===== config.mk =====
export PLATFORM = sky130hd
export DESIGN_NAME = frame_draw_scheduler
export DESIGN_NICKNAME = d
export VERILOG_FILES = /design/src/rtl/render_pkg.sv /design/src/rtl/rr_arbiter.sv /design/src/rtl/frame_draw_scheduler.sv
export SDC_FILE = /design/constraint.sdc
export NUM_CORES = 1
export LEC_CHECK = 0
export CORE_AREA = 4 4 101 122
export CTS_CLUSTER_DIAMETER = 30
export DETAILED_ROUTE_END_ITERATION = 16
export DIE_AREA = 0 0 105 126
export PLACE_DENSITY = 0.67
export SLEW_MARGIN = 25
export SYNTH_ARGS = -nofsm -noshare
export SYNTH_HDL_FRONTEND = slang
export SYNTH_SLANG_ARGS = --single-unit

===== constraint.sdc =====
create_clock -name clk -period 8.7 [get_ports clk]
set_clock_uncertainty 0.15 [all_clocks]
set_input_delay 1.74 -clock clk [delete_from_list [all_inputs] [get_ports clk]]
set_output_delay 1.74 -clock clk [all_outputs]
set_load 0.03 [all_outputs]

===== src/rtl/render_pkg.sv =====
// Shared rendering definitions: screen geometry defaults, colour codes,
// frame scheduler state encoding and a small width helper.
package render_pkg;

    // vga_adapter port widths
    localparam int X_W = 8;
    localparam int Y_W = 7;
    localparam int C_W = 3;

    // Default screen geometry for the clear sweep
    localparam int SCR_W_DEF = 160;
    localparam int SCR_H_DEF = 120;

    // Palette entries used by the render requesters and the clear sweep
    localparam logic [C_W-1:0] COLOUR_BG   = 3'b011;
    localparam logic [C_W-1:0] COLOUR_PIPE = 3'b110;
    localparam logic [C_W-1:0] COLOUR_BIRD = 3'b100;

    // Frame sequencing states
    typedef enum logic [1:0] {
        WAIT,
        CLEAR,
        DRAW,
        STEP
    } state_t;

    // $clog2 that never returns 0, so single-entry counters still get a bit
    function automatic int clog2_min1(input int n);
        return (n > 1) ? $clog2(n) : 1;
    endfunction

endpackage


===== src/rtl/rr_arbiter.sv =====
// Round-robin pixel arbiter: picks one requester that has a pixel and has
// not finished its frame, searching upward from the pointer with wrap.
module rr_arbiter
    import render_pkg::*;
#(
    parameter int N_REQ = 3,
    parameter int PTR_W = clog2_min1(N_REQ)
) (
    input  logic [N_REQ-1:0] req,
    input  logic [N_REQ-1:0] done,
    input  logic [PTR_W-1:0] ptr,
    output logic [N_REQ-1:0] gnt,
    output logic [PTR_W-1:0] next_ptr,
    output logic             any_gnt
);

    logic [N_REQ-1:0] eligible;
    int               idx;

    // First eligible requester at or after ptr wins; pointer moves past it
    always_comb begin
        eligible = req & ~done;
        gnt      = '0;
        next_ptr = ptr;
        any_gnt  = 1'b0;
        idx      = 0;
        for (int k = 0; k < N_REQ; k++) begin
            idx = (int'(ptr) + k) % N_REQ;
            if (!any_gnt && eligible[idx]) begin
                gnt[idx] = 1'b1;
                next_ptr = PTR_W'((idx + 1) % N_REQ);
                any_gnt  = 1'b1;
            end
        end
    end

endmodule


===== src/rtl/frame_draw_scheduler.sv =====
// Frame draw scheduler: sole owner of the vga_adapter write port. Each frame
// it sweeps the background colour over the screen, then lets the bird, pipe
// and score requesters draw through a round-robin arbiter, then issues one
// game-step pulse so the datapath only changes state between frames.
module frame_draw_scheduler
    import render_pkg::*;
#(
    parameter int             N_REQ        = 3,
    parameter int             SCR_W        = SCR_W_DEF,
    parameter int             SCR_H        = SCR_H_DEF,
    parameter int             FRAME_CYCLES = 833333,
    parameter logic [C_W-1:0] CLEAR_COLOUR = COLOUR_BG
) (
    input  logic                   clk,
    input  logic                   resetn,
    input  logic                   enable,
    input  logic [N_REQ-1:0]       active,
    input  logic [N_REQ-1:0]       req,
    input  logic [N_REQ-1:0]       req_last,
    input  logic [X_W*N_REQ-1:0]   req_x,
    input  logic [Y_W*N_REQ-1:0]   req_y,
    input  logic [C_W*N_REQ-1:0]   req_colour,
    output logic [N_REQ-1:0]       gnt,
    output logic                   plot,
    output logic [X_W-1:0]         x,
    output logic [Y_W-1:0]         y,
    output logic [C_W-1:0]         colour,
    output logic                   frame_start,
    output logic                   step,
    output logic                   busy,
    output logic                   overrun
);

    localparam int CX_W  = clog2_min1(SCR_W);
    localparam int CY_W  = clog2_min1(SCR_H);
    localparam int FC_W  = clog2_min1(FRAME_CYCLES);
    localparam int PTR_W = clog2_min1(N_REQ);

    localparam logic [CX_W-1:0] CX_LAST = CX_W'(SCR_W - 1);
    localparam logic [CY_W-1:0] CY_LAST = CY_W'(SCR_H - 1);
    localparam logic [FC_W-1:0] FC_LAST = FC_W'(FRAME_CYCLES - 1);

    state_t             state;
    state_t             next_state;

    logic [FC_W-1:0]    frame_cnt;
    logic [CX_W-1:0]    clear_x;
    logic [CY_W-1:0]    clear_y;
    logic [N_REQ-1:0]   done;
    logic [N_REQ-1:0]   done_next;
    logic [PTR_W-1:0]   rr_ptr;
    logic               pending;

    logic               boundary;
    logic               clear_last;
    logic               start_frame;
    logic               in_draw;

    logic [N_REQ-1:0]   arb_gnt;
    logic [N_REQ-1:0]   draw_gnt;
    logic [PTR_W-1:0]   arb_next_ptr;
    logic               arb_any;
    logic               draw_any;

    logic [X_W-1:0]     sel_x;
    logic [Y_W-1:0]     sel_y;
    logic [C_W-1:0]     sel_colour;

    assign boundary   = (frame_cnt == FC_LAST);
    assign clear_last = (clear_x == CX_LAST) && (clear_y == CY_LAST);
    assign in_draw    = (state == DRAW);
    assign draw_gnt   = in_draw ? arb_gnt : '0;
    assign draw_any   = in_draw && arb_any;
    assign done_next  = done | (draw_gnt & req_last);

    rr_arbiter #(
        .N_REQ (N_REQ),
        .PTR_W (PTR_W)
    ) u_arb (
        .req      (req),
        .done     (done),
        .ptr      (rr_ptr),
        .gnt      (arb_gnt),
        .next_ptr (arb_next_ptr),
        .any_gnt  (arb_any)
    );

    // State register
    always_ff @(posedge clk) begin
        // NOTE: sequential state uses non-blocking assignments so every register samples pre-edge values.
        if (!resetn) begin
            state <= WAIT;
        end else begin
            state <= next_state;
        end
    end

    // Next-state logic; start_frame marks every entry into CLEAR
    always_comb begin
        // NOTE: every always_comb output gets a default first so no latch is inferred.
        next_state  = state;
        start_frame = 1'b0;
        case (state)
            WAIT: begin
                if (boundary || pending) begin
                    next_state  = CLEAR;
                    start_frame = 1'b1;
                end
            end
            CLEAR: begin
                if (clear_last) begin
                    next_state = DRAW;
                end
            end
            DRAW: begin
                if (&done_next) begin
                    next_state = STEP;
                end
            end
            STEP: begin
                // A boundary landing here is already late; skip WAIT entirely
                if (pending || boundary) begin
                    next_state  = CLEAR;
                    start_frame = 1'b1;
                end else begin
                    next_state = WAIT;
                end
            end
            default: next_state = WAIT;
        endcase
    end

    // State-decoded outputs
    always_comb begin
        frame_start = start_frame;
        busy        = (state != WAIT);
        step        = (state == STEP) && enable;
        gnt         = draw_gnt;
    end

    // Free-running frame timer; wraps on the boundary value
    always_ff @(posedge clk) begin
        if (!resetn) begin
            frame_cnt <= '0;
        end else if (boundary) begin
            frame_cnt <= '0;
        end else begin
            frame_cnt <= frame_cnt + FC_W'(1);
        end
    end

    // Clear sweep raster position: x inner, y outer
    always_ff @(posedge clk) begin
        if (!resetn) begin
            clear_x <= '0;
            clear_y <= '0;
        end else if (start_frame) begin
            clear_x <= '0;
            clear_y <= '0;
        end else if (state == CLEAR) begin
            if (clear_x == CX_LAST) begin
                clear_x <= '0;
                clear_y <= (clear_y == CY_LAST) ? '0 : clear_y + CY_W'(1);
            end else begin
                clear_x <= clear_x + CX_W'(1);
            end
        end
    end

    // Per-frame done mask and round-robin pointer
    always_ff @(posedge clk) begin
        if (!resetn) begin
            done   <= '1;
            rr_ptr <= '0;
        end else begin
            if (start_frame) begin
                // Inactive requesters are treated as already finished
                done <= ~active;
            end else if (in_draw) begin
                done <= done_next;
            end
            if (draw_any) begin
                rr_ptr <= arb_next_ptr;
            end
        end
    end

    // Late-frame tracking: a boundary while busy queues the next frame
    always_ff @(posedge clk) begin
        if (!resetn) begin
            pending <= 1'b0;
            overrun <= 1'b0;
        end else begin
            if (start_frame) begin
                pending <= 1'b0;
            end else if (boundary && busy) begin
                pending <= 1'b1;
            end
            if (boundary && busy) begin
                overrun <= 1'b1;
            end
        end
    end

    // Select the granted requester's pixel fields
    always_comb begin
        sel_x      = '0;
        sel_y      = '0;
        sel_colour = '0;
        for (int i = 0; i < N_REQ; i++) begin
            if (arb_gnt[i]) begin
                sel_x      = req_x[X_W*i +: X_W];
                sel_y      = req_y[Y_W*i +: Y_W];
                sel_colour = req_colour[C_W*i +: C_W];
            end
        end
    end

    // Registered vga_adapter write port; address and colour hold between writes
    always_ff @(posedge clk) begin
        if (!resetn) begin
            plot   <= 1'b0;
            x      <= '0;
            y      <= '0;
            colour <= '0;
        end else begin
            plot <= 1'b0;
            if (state == CLEAR) begin
                plot   <= 1'b1;
                x      <= X_W'(clear_x);
                y      <= Y_W'(clear_y);
                colour <= CLEAR_COLOUR;
            end else if (draw_any) begin
                plot   <= 1'b1;
                x      <= sel_x;
                y      <= sel_y;
                colour <= sel_colour;
            end
        end
    end

endmodule


==> results.yml <==
synthesis:
  ys_warn_count: 0
  yosysSeqAreaShare: 0.268
  synth_top_family_by_area: "compound AO/OA/AOI/OAI gates"
  synth.area.mux_share: 0.0133
  synth_top_area_share: 0.268
  ys_ff_latch: 63
  synth-simple-area-share: 0.268
  yosysTopAreaCell: "dfxtp_1"
  synth_area_leaders: "dfxtp_1 (27%), nor2_1 (6.9%), ha_1 (6.6%)"
  synthXorXnorAreaFrac: 0.0614
  yosysUniqueCellTypes: 87
  syn_area_mm2: 0.00470
  synth_edf_count: 0
  synth_fp_nets: 674
  synthAdderAreaFrac: 0.0707
  synthCells: 583
  ys.flop_type: "dfxtp_1"
  syn_avg_cell_area_um2: 8.07
  synth_compound_area_frac: 0.270
  synthArstFlopShare: 0
global_route:
  grt_start_max_net_pins: 39
  grt_pass1_wl_mm: 21.7
  antenna_found_initial: 0
  grt_remaining_overflow: 0
  grt_pass1_vias: 4511
  grtUsageTotal: 0.195
final_layout:
  n_antenna_cell: 0
  regArea_mm2: 0.00126
  post-route-util: 0.547
  n_fill_cell: 1082
  layout.nets: 756
  drive_above_1_share: 0.0791
  finalNonFillerCells: 802
  multi_input_area_mm2: 0.00322
  syn_to_final_growth_pct: 28.3
placement:
  dp.cells: 786
  pre_cts_ws_ns: 0.313
  port_buffers: 91
  gp_congestion: 0.917
  hpwl_mm: 10.0
setup_path:
  r2r_cells: 27
  regToRegSetupSlack_ns: 1.29
  path_buf_inv: 2
  path_class: "primary input to flop"
  critPathTopFamily: "simple AND/OR/NAND/NOR gates"
  cp.arrival_ns: 8.23
  slowest_stage: "or4_1"
  slowest_delay_ns: 0.54
  cpMostUsedCell: "ha_1"
  critPathCaptureType: "flop"
  cp-endpoint: "rr_ptr[0]"
  startpoint: "req[0]"
  crit_path_max_fanout: 12
  reg2reg_from: "rr_ptr[1]"
  start_kind: "primary input"
  cp.required_ns: 8.79
  crit_cells: 27
  reg2reg_to: "rr_ptr[0]"
clock_network:
  clock_path_buffers: 2
  htree_num_levels: 3
  cts_sinks: 63
  cts_setup_buffers: 0
  cts_tree: "yes"
  cts-resized-gates: 0
  cts_buffers: 9
  cts-root-buf: "clkbuf_16"
  clk_latency_ns: 0.32
  clkTransAtPathRegs_ns: 0.05
  hold_buffers: 0
floorplanning:
  coreArea_mm2: 0.0110
  die_w_um: 105
  start_util: 0.426
  dieHeight_um: 126
  ios: 92
  dieArea_mm2: 0.0132
  rows: 42
route:
  viasPerCell: 5.88
  post-route-drc-count: 0
  wire_per_inst_um: 16.4
  vias: 4713
  drt_iter0_markers: 209
  wl_mm: 13.2
  ant_nets: 0
  first_pass_iters: 5
timing:
  tns_ns: 0
  period_share: 0.935
  max_clock_freq_mhz: 123
  finalHoldViolations: 0
  period_minus_slack_ns: 8.14
  relSlewSlack: 0.405
  rsz0062_at_grt: "false"
  drv_slew: 0
  setup_violations: 0
  worst_pin_slew_ns: 0.887
  fin_ws_ns: 0.563
min_path:
  holdPathStages: 1
  hold_path.class: "flop to flop"
power:
  peakVddDrop_uv: 124
  p_per_area_mw_per_mm2: 154
  leakage_nw: 2.34
run:
  maxCapViolations: 0
outcome:
  status: "completed"
## cells in the mapped netlist (3+ instances only)
library cell / number
a21boi_0: 6
xnor2_1: 11
nand2_1: 55
mux2i_1: 4
a221oi_1: 21
nor2b_1: 5
o211a_1: 15
nand3_1: 19
o211ai_1: 6
and2_1: 9
nand4b_1: 3
nor4_1: 4
inv_1: 22
o311ai_0: 16
nand4_1: 15
o31ai_1: 6
a31oi_1: 4
nand2b_1: 3
buf_6: 3
dfxtp_1: 63
nor3_1: 10
ha_1: 25
a211oi_1: 3
a21oi_1: 17
xor2_1: 22
o21ai_0: 19
nor2_1: 86
a21o_1: 3
clkbuf_1: 21
nor3b_1: 5
and3_1: 8
## metrics by stage
stage / instance area [um2] / hold slack (ns) / total power [mW]
after floorplan: 4700 / 0.291 / 0.456
after global placement: 5710 / 0.314 / 0.550
after detailed placement: 5710 / 0.314 / 0.552
after CTS: 6040 / 0.332 / 0.940
after global routing: 6040 / 0.339 / 0.969
final: 6040 / 0.337 / 0.929
## layer usage
layer  global-route usage  share of wire  routed length, um
met1                0.226           0.42               5500
met4               0.0595          0.025                323
met3               0.0384          0.042                559
met5                    0              0                  0
met2                0.360           0.51               6780
## final cells by class
cell class,count,share of cell area
well taps,132,0.0274
inverters,24,0.0149
multi-input cells,467,0.533
clock inverters,5,0.0135
clock buffers,11,0.0402
flip-flops and latches,63,0.209
repair buffers,100,0.162
## power by group
part           internal (mW)  total [mW]  leakage [nW]  switching (mW)
clock                  0.258       0.383         0.156           0.125
combinational          0.102       0.214          1.67           0.112
sequential             0.315       0.331         0.509          0.0159
total                  0.676       0.929          2.34           0.253
## layout by cell type, fill, tap and decap left out, types with 18 or more instances in the layout
cell              n
o21ai_0          18
ha_1             25
clkdlybuf4s50_1  91
xor2_1           22
nand2_1          55
inv_1            22
a221oi_1         21
nand3_1          19
nor2_1           86
dfxtp_1          63
## flip-flops by register name, indices dropped and copies added (netlist names), 2 cells and up
register and count:
clear_x 8, y 7, frame_cnt 20, clear_y 7
x 8, state 2, rr_ptr 2, done 3
colour 3
## worst min path at each step
stage / slack, ns / to / from
floorplan: 0.29 / frame_cnt[0] / frame_cnt[0]
global placement: 0.31 / frame_cnt[0] / frame_cnt[0]
detailed placement: 0.31 / overrun / overrun
CTS: 0.33 / overrun / overrun
global route: 0.34 / overrun / overrun
finish: 0.34 / overrun / overrun
## cells by family (layout without fill, tap and decap cells)
logic type	after synthesis	after routing
AND/OR/NAND/NOR	249	249
buffers and inverters	53	140
AO/OA/AOI/OAI	152	152
adder cells (fa/ha/maj)	27	27
multiplexers	6	6
XOR/XNOR	33	33
flip-flops	63	63
Power figures use the tool's default switching activity.
